--- src/rtl/fmul_pkg.sv ---
// rtl/fmul_pkg.sv - exception codes, bias and word-layout helpers for fmul_pipe
package fmul_pkg;

    localparam logic [1:0] EXC_ZERO   = 2'b00;
    localparam logic [1:0] EXC_NORMAL = 2'b01;
    localparam logic [1:0] EXC_INF    = 2'b10;
    localparam logic [1:0] EXC_NAN    = 2'b11;

    function automatic int fp_bias(int we);
        return (1 << (we - 1)) - 1;
    endfunction

    function automatic int fp_width(int we, int wf);
        return we + wf + 3;
    endfunction

    // Bit positions of each field within a FloPoCo-style word
    function automatic int fp_exc_lsb(int we, int wf);
        return we + wf + 1;
    endfunction

    function automatic int fp_sign_bit(int we, int wf);
        return we + wf;
    endfunction

    function automatic int fp_exp_lsb(int wf);
        return wf;
    endfunction

endpackage

--- src/rtl/fmul_pipe_if.sv ---
// rtl/fmul_pipe_if.sv - operand/result handshake bundle for fmul_pipe
interface fmul_pipe_if #(
    parameter int WE = 4,
    parameter int WF = 10
) ();
    localparam int W = WE + WF + 3;

    logic         in_valid;
    logic         in_ready;
    logic [W-1:0] X;
    logic [W-1:0] Y;
    logic         out_valid;
    logic         out_ready;
    logic [W-1:0] R;

    modport master (
        output in_valid, X, Y, out_ready,
        input  in_ready, out_valid, R
    );

    modport slave (
        input  in_valid, X, Y, out_ready,
        output in_ready, out_valid, R
    );
endinterface

--- src/rtl/fmul_round.sv ---
// rtl/fmul_round.sv - normalise, round-to-nearest-even and classify a raw product
module fmul_round
    import fmul_pkg::*;
#(
    parameter int WE = 4,
    parameter int WF = 10,
    parameter int W  = WE + WF + 3
) (
    input  logic              sign,
    input  logic [1:0]        pre_exc,
    input  logic [WE+1:0]     expsum,
    input  logic [2*WF+1:0]   prod,
    output logic [W-1:0]      r
);
    logic              norm;
    logic [2*WF+1:0]   aligned;
    logic [WF-1:0]     frac_t;
    logic              guard;
    logic              sticky;
    logic              round_up;
    logic [WE+1:0]     expnorm;
    logic [WE+WF+1:0]  rounded;
    logic [1:0]        post_exc;
    logic [1:0]        final_exc;

    always_comb begin
        norm     = prod[2*WF+1];
        // Shift so the leading one always sits at the top bit, then drop it
        aligned  = norm ? prod : (prod << 1);
        frac_t   = aligned[2*WF:WF+1];
        guard    = aligned[WF];
        sticky   = |aligned[WF-1:0];
        expnorm  = expsum + {{(WE+1){1'b0}}, norm};
        round_up = guard & (sticky | frac_t[0]);
        rounded  = {expnorm, frac_t} + {{(WE+WF+1){1'b0}}, round_up};

        post_exc = EXC_ZERO;
        case (rounded[WE+WF+1 -: 2])
            2'b00:   post_exc = EXC_NORMAL;
            2'b01:   post_exc = EXC_INF;
            default: post_exc = EXC_ZERO;
        endcase

        final_exc = (pre_exc != EXC_NORMAL) ? pre_exc : post_exc;
        if (final_exc == EXC_NORMAL)
            r = {final_exc, sign, rounded[WE+WF-1:0]};
        else
            r = {final_exc, sign, {(WE+WF){1'b0}}};
    end
endmodule

--- src/rtl/fmul_pipe.sv ---
// rtl/fmul_pipe.sv - two-stage elastic floating-point multiplier
module fmul_pipe
    import fmul_pkg::*;
#(
    parameter int WE = 4,
    parameter int WF = 10
) (
    input  logic        clk,
    input  logic        rst,
    fmul_pipe_if.slave  bus
);
    localparam int W        = fp_width(WE, WF);
    localparam int PW       = 2 * WF + 2;
    localparam int EXC_LSB  = fp_exc_lsb(WE, WF);
    localparam int SIGN_BIT = fp_sign_bit(WE, WF);
    localparam int EXP_LSB  = fp_exp_lsb(WF);
    localparam logic [WE+1:0] BIAS = (WE+2)'(fp_bias(WE));

    logic [1:0]    x_exc, y_exc;
    logic [WE-1:0] x_exp, y_exp;
    logic [WF-1:0] x_frac, y_frac;
    logic [PW-1:0] x_sig, y_sig;
    logic [1:0]    pre_exc;
    logic [WE+1:0] expsum;
    logic [PW-1:0] prod;

    logic          s1_valid;
    logic          s1_sign;
    logic [1:0]    s1_exc;
    logic [WE+1:0] s1_expsum;
    logic [PW-1:0] s1_prod;
    logic          s2_valid;
    logic [W-1:0]  r_q;
    logic [W-1:0]  r_next;
    logic          s1_load;
    logic          s2_load;

    assign x_exc  = bus.X[EXC_LSB +: 2];
    assign y_exc  = bus.Y[EXC_LSB +: 2];
    assign x_exp  = bus.X[EXP_LSB +: WE];
    assign y_exp  = bus.Y[EXP_LSB +: WE];
    assign x_frac = bus.X[WF-1:0];
    assign y_frac = bus.Y[WF-1:0];

    // Operands widened to the product width so the multiply is full-precision
    assign x_sig  = {{(WF+1){1'b0}}, 1'b1, x_frac};
    assign y_sig  = {{(WF+1){1'b0}}, 1'b1, y_frac};
    assign prod   = x_sig * y_sig;
    assign expsum = {2'b00, x_exp} + {2'b00, y_exp} - BIAS;

    always_comb begin
        pre_exc = EXC_NAN;
        case ({x_exc, y_exc})
            4'b0000, 4'b0001, 4'b0100: pre_exc = EXC_ZERO;
            4'b0101:                   pre_exc = EXC_NORMAL;
            4'b0110, 4'b1001, 4'b1010: pre_exc = EXC_INF;
            default:                   pre_exc = EXC_NAN;
        endcase
    end

    fmul_round #(.WE(WE), .WF(WF), .W(W)) u_round (
        .sign    (s1_sign),
        .pre_exc (s1_exc),
        .expsum  (s1_expsum),
        .prod    (s1_prod),
        .r       (r_next)
    );

    // A stage may load when empty or when its occupant leaves this cycle
    assign s2_load = !s2_valid || bus.out_ready;
    assign s1_load = !s1_valid || s2_load;

    assign bus.in_ready  = s1_load;
    assign bus.out_valid = s2_valid;
    assign bus.R         = r_q;

    always_ff @(posedge clk) begin
        if (rst) begin
            s1_valid  <= 1'b0;
            s1_sign   <= 1'b0;
            s1_exc    <= EXC_ZERO;
            s1_expsum <= '0;
            s1_prod   <= '0;
            s2_valid  <= 1'b0;
            r_q       <= '0;
        end else begin
            if (s1_load) begin
                s1_valid <= bus.in_valid;
                if (bus.in_valid) begin
                    s1_sign   <= bus.X[SIGN_BIT] ^ bus.Y[SIGN_BIT];
                    s1_exc    <= pre_exc;
                    s1_expsum <= expsum;
                    s1_prod   <= prod;
                end
            end
            if (s2_load) begin
                s2_valid <= s1_valid;
                if (s1_valid)
                    r_q <= r_next;
            end
        end
    end
endmodule

--- src/flat_wrapper.sv ---
// flat-port wrapper written by rule: the top's interface ports become plain ports
module fmul_pipe_flat import fmul_pkg::*;
#(
    parameter int WE = 4,
    parameter int WF = 10
)
  (clk, rst, bus_in_valid, bus_X, bus_Y, bus_out_ready, bus_in_ready, bus_out_valid, bus_R);
  fmul_pipe_if #(.WE(WE), .WF(WF)) bus_i ();
  input  logic clk;
  input  logic rst;
  input wire logic [$bits(bus_i.in_valid)-1:0] bus_in_valid;
  input wire logic [$bits(bus_i.X)-1:0] bus_X;
  input wire logic [$bits(bus_i.Y)-1:0] bus_Y;
  input wire logic [$bits(bus_i.out_ready)-1:0] bus_out_ready;
  output wire logic [$bits(bus_i.in_ready)-1:0] bus_in_ready;
  output wire logic [$bits(bus_i.out_valid)-1:0] bus_out_valid;
  output wire logic [$bits(bus_i.R)-1:0] bus_R;
  assign bus_i.in_valid = bus_in_valid;
  assign bus_i.X = bus_X;
  assign bus_i.Y = bus_Y;
  assign bus_i.out_ready = bus_out_ready;
  assign bus_in_ready = bus_i.in_ready;
  assign bus_out_valid = bus_i.out_valid;
  assign bus_R = bus_i.R;
  fmul_pipe #(.WE(WE), .WF(WF)) u_core (.clk(clk), .rst(rst), .bus(bus_i));
endmodule
--- config.mk ---
export PLATFORM = sky130hd
export DESIGN_NAME = fmul_pipe_flat
export DESIGN_NICKNAME = d
export VERILOG_FILES = /design/src/rtl/fmul_pkg.sv /design/src/rtl/fmul_pipe_if.sv /design/src/rtl/fmul_round.sv /design/src/rtl/fmul_pipe.sv /design/src/flat_wrapper.sv
export SDC_FILE = /design/constraint.sdc
export NUM_CORES = 1
export LEC_CHECK = 0
export ABC_AREA = 1
export BUFFER_PORTS_ARGS = -buffer_cell sky130_fd_sc_hd__buf_2
export CAP_MARGIN = 25
export CORE_ASPECT_RATIO = 0.6
export CORE_MARGIN = 2
export CORE_UTILIZATION = 34
export DETAILED_ROUTE_END_ITERATION = 12
export GPL_TIMING_DRIVEN = 1
export SKIP_CTS_REPAIR_TIMING = 1
export SYNTH_ARGS = -nofsm -noshare
export SYNTH_HDL_FRONTEND = slang
export SYNTH_SLANG_ARGS = --single-unit
--- constraint.sdc ---
create_clock -name clk -period 6.7 [get_ports clk]
set_clock_uncertainty 0.05 [all_clocks]
set_input_delay 0.335 -clock clk [delete_from_list [all_inputs] [get_ports clk]]
set_output_delay 0.335 -clock clk [all_outputs]
set_load 0.05 [all_outputs]
* Yosys cells after proc, flatten, opt, wreduce, memory -nomap -nowiden
Cells that the tools add are included.
** Operators by class
- Add/subtract/negate cells :: 4
- Multipliers :: 1
- Equality and inequality tests :: 9
- Muxes and demuxes :: 5
- Bitwise logic cells :: 3
- Reductions and logical operators :: 11
** Operator list (count)
- $mul 11x11->22 :: 1
- $mux 21 :: 1
- $add 16x1->16 :: 1
- $mux 14 :: 1
- $eq 4x3->1 const B :: 3
- $reduce_or 10->1 :: 1
- $eq 4x4->1 const B :: 2
- $add 6x1->6 :: 1
- $pmux 2 s3 :: 1
- $reduce_or 3->1 :: 2
- $sub 6x3->6 const B :: 1
- $add 4x4->5 :: 1
- $eq 2x1->1 const B :: 2
- $eq 4x1->1 const B :: 1
- $logic_not 4->1 :: 1
- $pmux 2 s2 :: 1
- $reduce_and 2->1 :: 2
- $logic_not 1->1 :: 2
- $logic_not 2->1 :: 1
- $logic_or 1x1->1 :: 2
- $mux 2 :: 1
- $ne 2x1->1 const B :: 1
- $and 1x1->1 :: 1
- $or 1x1->1 :: 1
- $xor 1x1->1 :: 1
** Storage, ports and cells
- Bits in registers :: 50
- Output and inout bits :: 19

* Logic depth before layout (Yosys ltp)
- Depth in word-level cells :: 10
- Gate-level depth with buffers :: 24
- Mapped depth without buffers :: 23

* By module
Synthesis repeated with hierarchy kept, for this count alone.
** Second synthesis, totals
- Cells, all modules :: 1021
- Area total of the unflattened synthesis :: 7235.7 um^2
** By module, submodules not included
- fmul_pipe :: instances 1, cells an instance 852, area each 6194.7 um^2, seq. area each 1001.0 um^2
- fmul_round :: instances 1, cells an instance 169, area each 1041.0 um^2, seq. area each 0.0 um^2

* Worst setup path before layout
Ideal clock, no wire load.
- Path kind :: input port to flip-flop
- Start :: input bus_X[5]
- End :: register u_core.s1_prod[20]
- Library setup time :: 0.109 ns
- Arrival time :: 4.689 ns
- Setup slack :: 1.852 ns
- Cell stages on the path :: 22
- Cell sequence :: clkbuf_1 nand2_1 fa_1 inv_1 fa_1 inv_1 fa_1 inv_1 fa_1 inv_1 fa_1 inv_1 ha_1 nand2_1 nor2_1 nand4_1 o21ai_0 nand3_1 nand3_1 nand3_1 nand2_1 inv_1
** On the way
- Longest elaborated chain between the ends :: 1
** Ends and longest elaborated chain
- start, declared :: line flat_wrapper.sv:12 : input wire logic [$bits(bus_i.X)-1:0] bus_X;
- $mul 11x11->22 :: line fmul_pipe.sv:48 : assign prod = x_sig * y_sig;
- end signal, assigned :: line fmul_pipe.sv:93 : s1_prod <= prod;
- end, declared :: line fmul_pipe.sv:31 : logic [PW-1:0] s1_prod;
No other way between the ends.
A chain may end at the register's enable or synchronous reset.

* Final worst setup path
- Start :: input bus_X[1]
- End :: register u_core.s1_prod[20]
Same word-level chain as after synthesis.

==> impl_metrics.py <==
metrics = {
    "die": {
        "die_w_um": 189.5,
        "row_count": 40,
        "initial_core_util": 0.3488,
        "dieHeight_um": 115.3,
        "die-area_mm2": 0.02184,
        "core_mm2": 0.02012,
        "ios": 57,
    },
    "global_route": {
        "grt-ovfl-total": 0,
        "grt_usage": 0.1613,
        "grt_max_degree": 37,
        "grt_pass1_vias": 6023,
        "antenna_found_initial": 0,
        "grt_pass1_wl_um": 28880,
    },
    "synth": {
        "syn_inst": 958,
        "synth_top_area_frac": 0.2311,
        "synth_top_cells_by_count": "inv_1, nand2_1, fa_1",
        "syn_area_per_cell_um2": 7.326,
        "ys_types": 42,
        "synth_top_area_cell": "fa_1",
        "syn_nets": 1145,
        "yosysWarnings": 0,
        "yosys.cell_count.top_type": "inv_1",
        "synth.area.top_cells": "fa_1, dfxtp_1, inv_1",
        "syn-cell-area_mm2": 0.007018,
        "seq_area_frac_synth": 0.1426,
        "async_flop_share": 0,
        "synth-seq-cells": 50,
        "synth_edf_count": 0,
        "synth_ff_type": "dfxtp_1",
    },
    "final_layout": {
        "insertedDiodeCount": 0,
        "final_area_mm2": 0.007650,
        "fill_cells": 2168,
        "postLayoutCoreUtil": 0.3802,
        "nets": 1174,
        "area_growth_pct": 9.003,
        "drive_gt1_frac": 0.1144,
    },
    "clock_tree": {
        "clockBufferDepth": 2,
        "clock_sinks": 50,
        "clock_latency_ps": 300,
        "cts_inserted_buffers": 5,
        "cts_root_buf": "clkbuf_16",
        "cts_tree": "done",
        "clkSlewWorstSetupHoldPaths_ps": 70,
        "ctsHtreeMaxLevel": 2,
    },
    "timing": {
        "fin_crit_sh": 0.8016,
        "finalHoldViolCount": 0,
        "setup_viol": 0,
        "slew_headroom": 0.3609,
        "tightest_slew_ps": 952.7,
        "grt_setup_unrepaired": "false",
        "max_freq_mhz": 186.2,
        "slew_violations": 0,
        "layout_min_cycle_time_ps": 5371,
        "setup_tns_ps": 0,
        "fin_ws_ps": 1329,
    },
    "hold_path": {
        "hold_path.startpoint": "bus_out_ready",
        "hold_path_end": "u_core.bus.out_valid",
        "holdCritPathClass": "input pin to flip-flop",
        "holdPathStages": 4,
    },
    "placement": {
        "preCtsSetupSlack_ps": 1125,
        "post_dp_cell_area_mm2": 0.007483,
        "place_congestion": 0.8873,
        "portBuffers": 56,
        "hpwl_um": 13450,
    },
    "detailed_routing": {
        "wl_per_cell_um": 12.70,
        "vias_per_cell": 4.663,
        "drc": 0,
        "ant_nets": 0,
        "drt-initial-drc-count": 384,
        "postRouteWirelength_um": 16020,
        "dr.pass1.iters": 5,
        "dr_total_vias": 5880,
    },
    "critical_path": {
        "critPathKind": "input pin to flip-flop",
        "regToRegEndpoint": "u_core.bus.R[3]",
        "crit_required_ps": 6850,
        "rr_worst_depth": 13,
        "setup.worst_path.end_class": "flip-flop",
        "crit_fanout": 11,
        "start_kind": "input pin",
        "r2r_slack_ps": 3730,
        "rr_startpoint": "u_core.s1_prod[21]",
        "cp.arrival_ps": 5520,
    },
    "outcome": {
        "status": "complete, no violations",
    },
    "flow_run": {
        "cap_violations": 0,
    },
    "power": {
        "vdd_ir_drop_max_mv": 0.2688,
        "powerDensity_mw_per_mm2": 348.9,
        "leakagePower_nw": 4.267,
    },
}
cell families after synthesis:
kind of cell,after synthesis,share of synthesized area
buffers and inverters,279,0.1551
adders and majority gates,149,0.3523
xor gates and xnor gates,25,0.03120
and+or+nand+nor,330,0.2163
AOI/OAI and AO/OA,125,0.1025
DFF,50,0.1426
placed cells by master (no fill, tap or decap), types with 6 or more instances in the layout:
| cell type | synthesis | layout |
|---|---|---|
| a21oi_2 | 9 | 9 |
| nor2_1 | 52 | 52 |
| a21oi_1 | 48 | 48 |
| nand2_1 | 190 | 190 |
| xor2_1 | 19 | 19 |
| nor3_1 | 6 | 6 |
| inv_1 | 240 | 240 |
| fa_1 | 81 | 81 |
| buf_2 | 1 | 56 |
| dfxtp_1 | 50 | 50 |
| nand2_2 | 12 | 12 |
| xnor2_1 | 6 | 6 |
| nand3_1 | 33 | 33 |
| nand4_1 | 10 | 10 |
| o21ai_0 | 51 | 51 |
| nand3_2 | 12 | 12 |
| ha_1 | 68 | 68 |
report_power, final:
| part | internal, mW | leakage [nW] | switching (mW) |
|---|---|---|---|
| sequential | 0.351 | 0.413 | 0.0361 |
| combinational | 0.708 | 3.78 | 1.28 |
| clock | 0.177 | 0.0771 | 0.117 |
| total | 1.24 | 4.27 | 1.43 |
per-layer routing:
layer / wire (µm) / vias to the layer above / global-route usage
met5: 0 / - / 0
met4: 45 / 0 / 0.01344
met3: 950 / 5 / 0.02808
met2: 6144 / 141 / 0.2335
met1: 8878 / 2769 / 0.2563
li1: - / 2965 / -
state kept, by name, indices dropped and copies added, names as in the netlist:
name / count
u_core.s1_prod: 22
u_core.bus.R: 17
u_core.s1_expsum: 6
u_core.s1_exc: 2
u_core.bus.out_valid: 1
u_core.s1_sign: 1
u_core.s1_valid: 1
how the worst max path moves through the flow:
stage              from                 end  slack [ps]  depth (start not counted)
2_1_floorplan  bus_X[5]  u_core.s1_prod[20]        1850                         22
3_3_place_gp   bus_X[1]  u_core.s1_prod[20]        1210                         22
3_5_place_dp   bus_X[1]  u_core.s1_prod[20]        1130                         22
4_1_cts        bus_X[1]  u_core.s1_prod[20]        1430                         22
5_1_grt        bus_X[1]  u_core.s1_prod[20]        1060                         22
6_report       bus_X[1]  u_core.s1_prod[20]        1330                         22
worst max-delay path, cell delays in order:
cell and delay, ps:
buf_2 180, nand2_1 90, inv_1 50, fa_1 500, inv_1 60, fa_1 530, inv_1 60, fa_1 500
fa_1 550, inv_1 60, fa_1 520, inv_1 40, ha_1 370, nand2_1 160, nor2_1 220, nand4_1 100
o21ai_0 630, nand3_1 210, nand3_1 130, nand3_1 80, nand2_1 90, inv_1 40
per-stage QoR:
step / std cells / power, mW / hold slack [ps]
4_1_cts: 1261 / 2.665 / 276.3
2_1_floorplan: 958 / 1.931 / 379.7
6_report: 1261 / 2.669 / 280.4
3_5_place_dp: 1253 / 2.351 / 409.1
5_1_grt: 1261 / 3.053 / 318.8
3_3_place_gp: 1253 / 2.350 / 404.2
final cells by class:
cell class	count	area (µm²)	area share
clock buffer	6	128.9	0.01685
inverter	243	917.1	0.1199
sequential	50	1001	0.1308
tap	273	341.6	0.04465
clock inverter	2	37.54	0.004907
multi-input combinational	629	4928	0.6443
timing repair buffer	58	295.3	0.03860
Power figures use the tool's default switching activity.
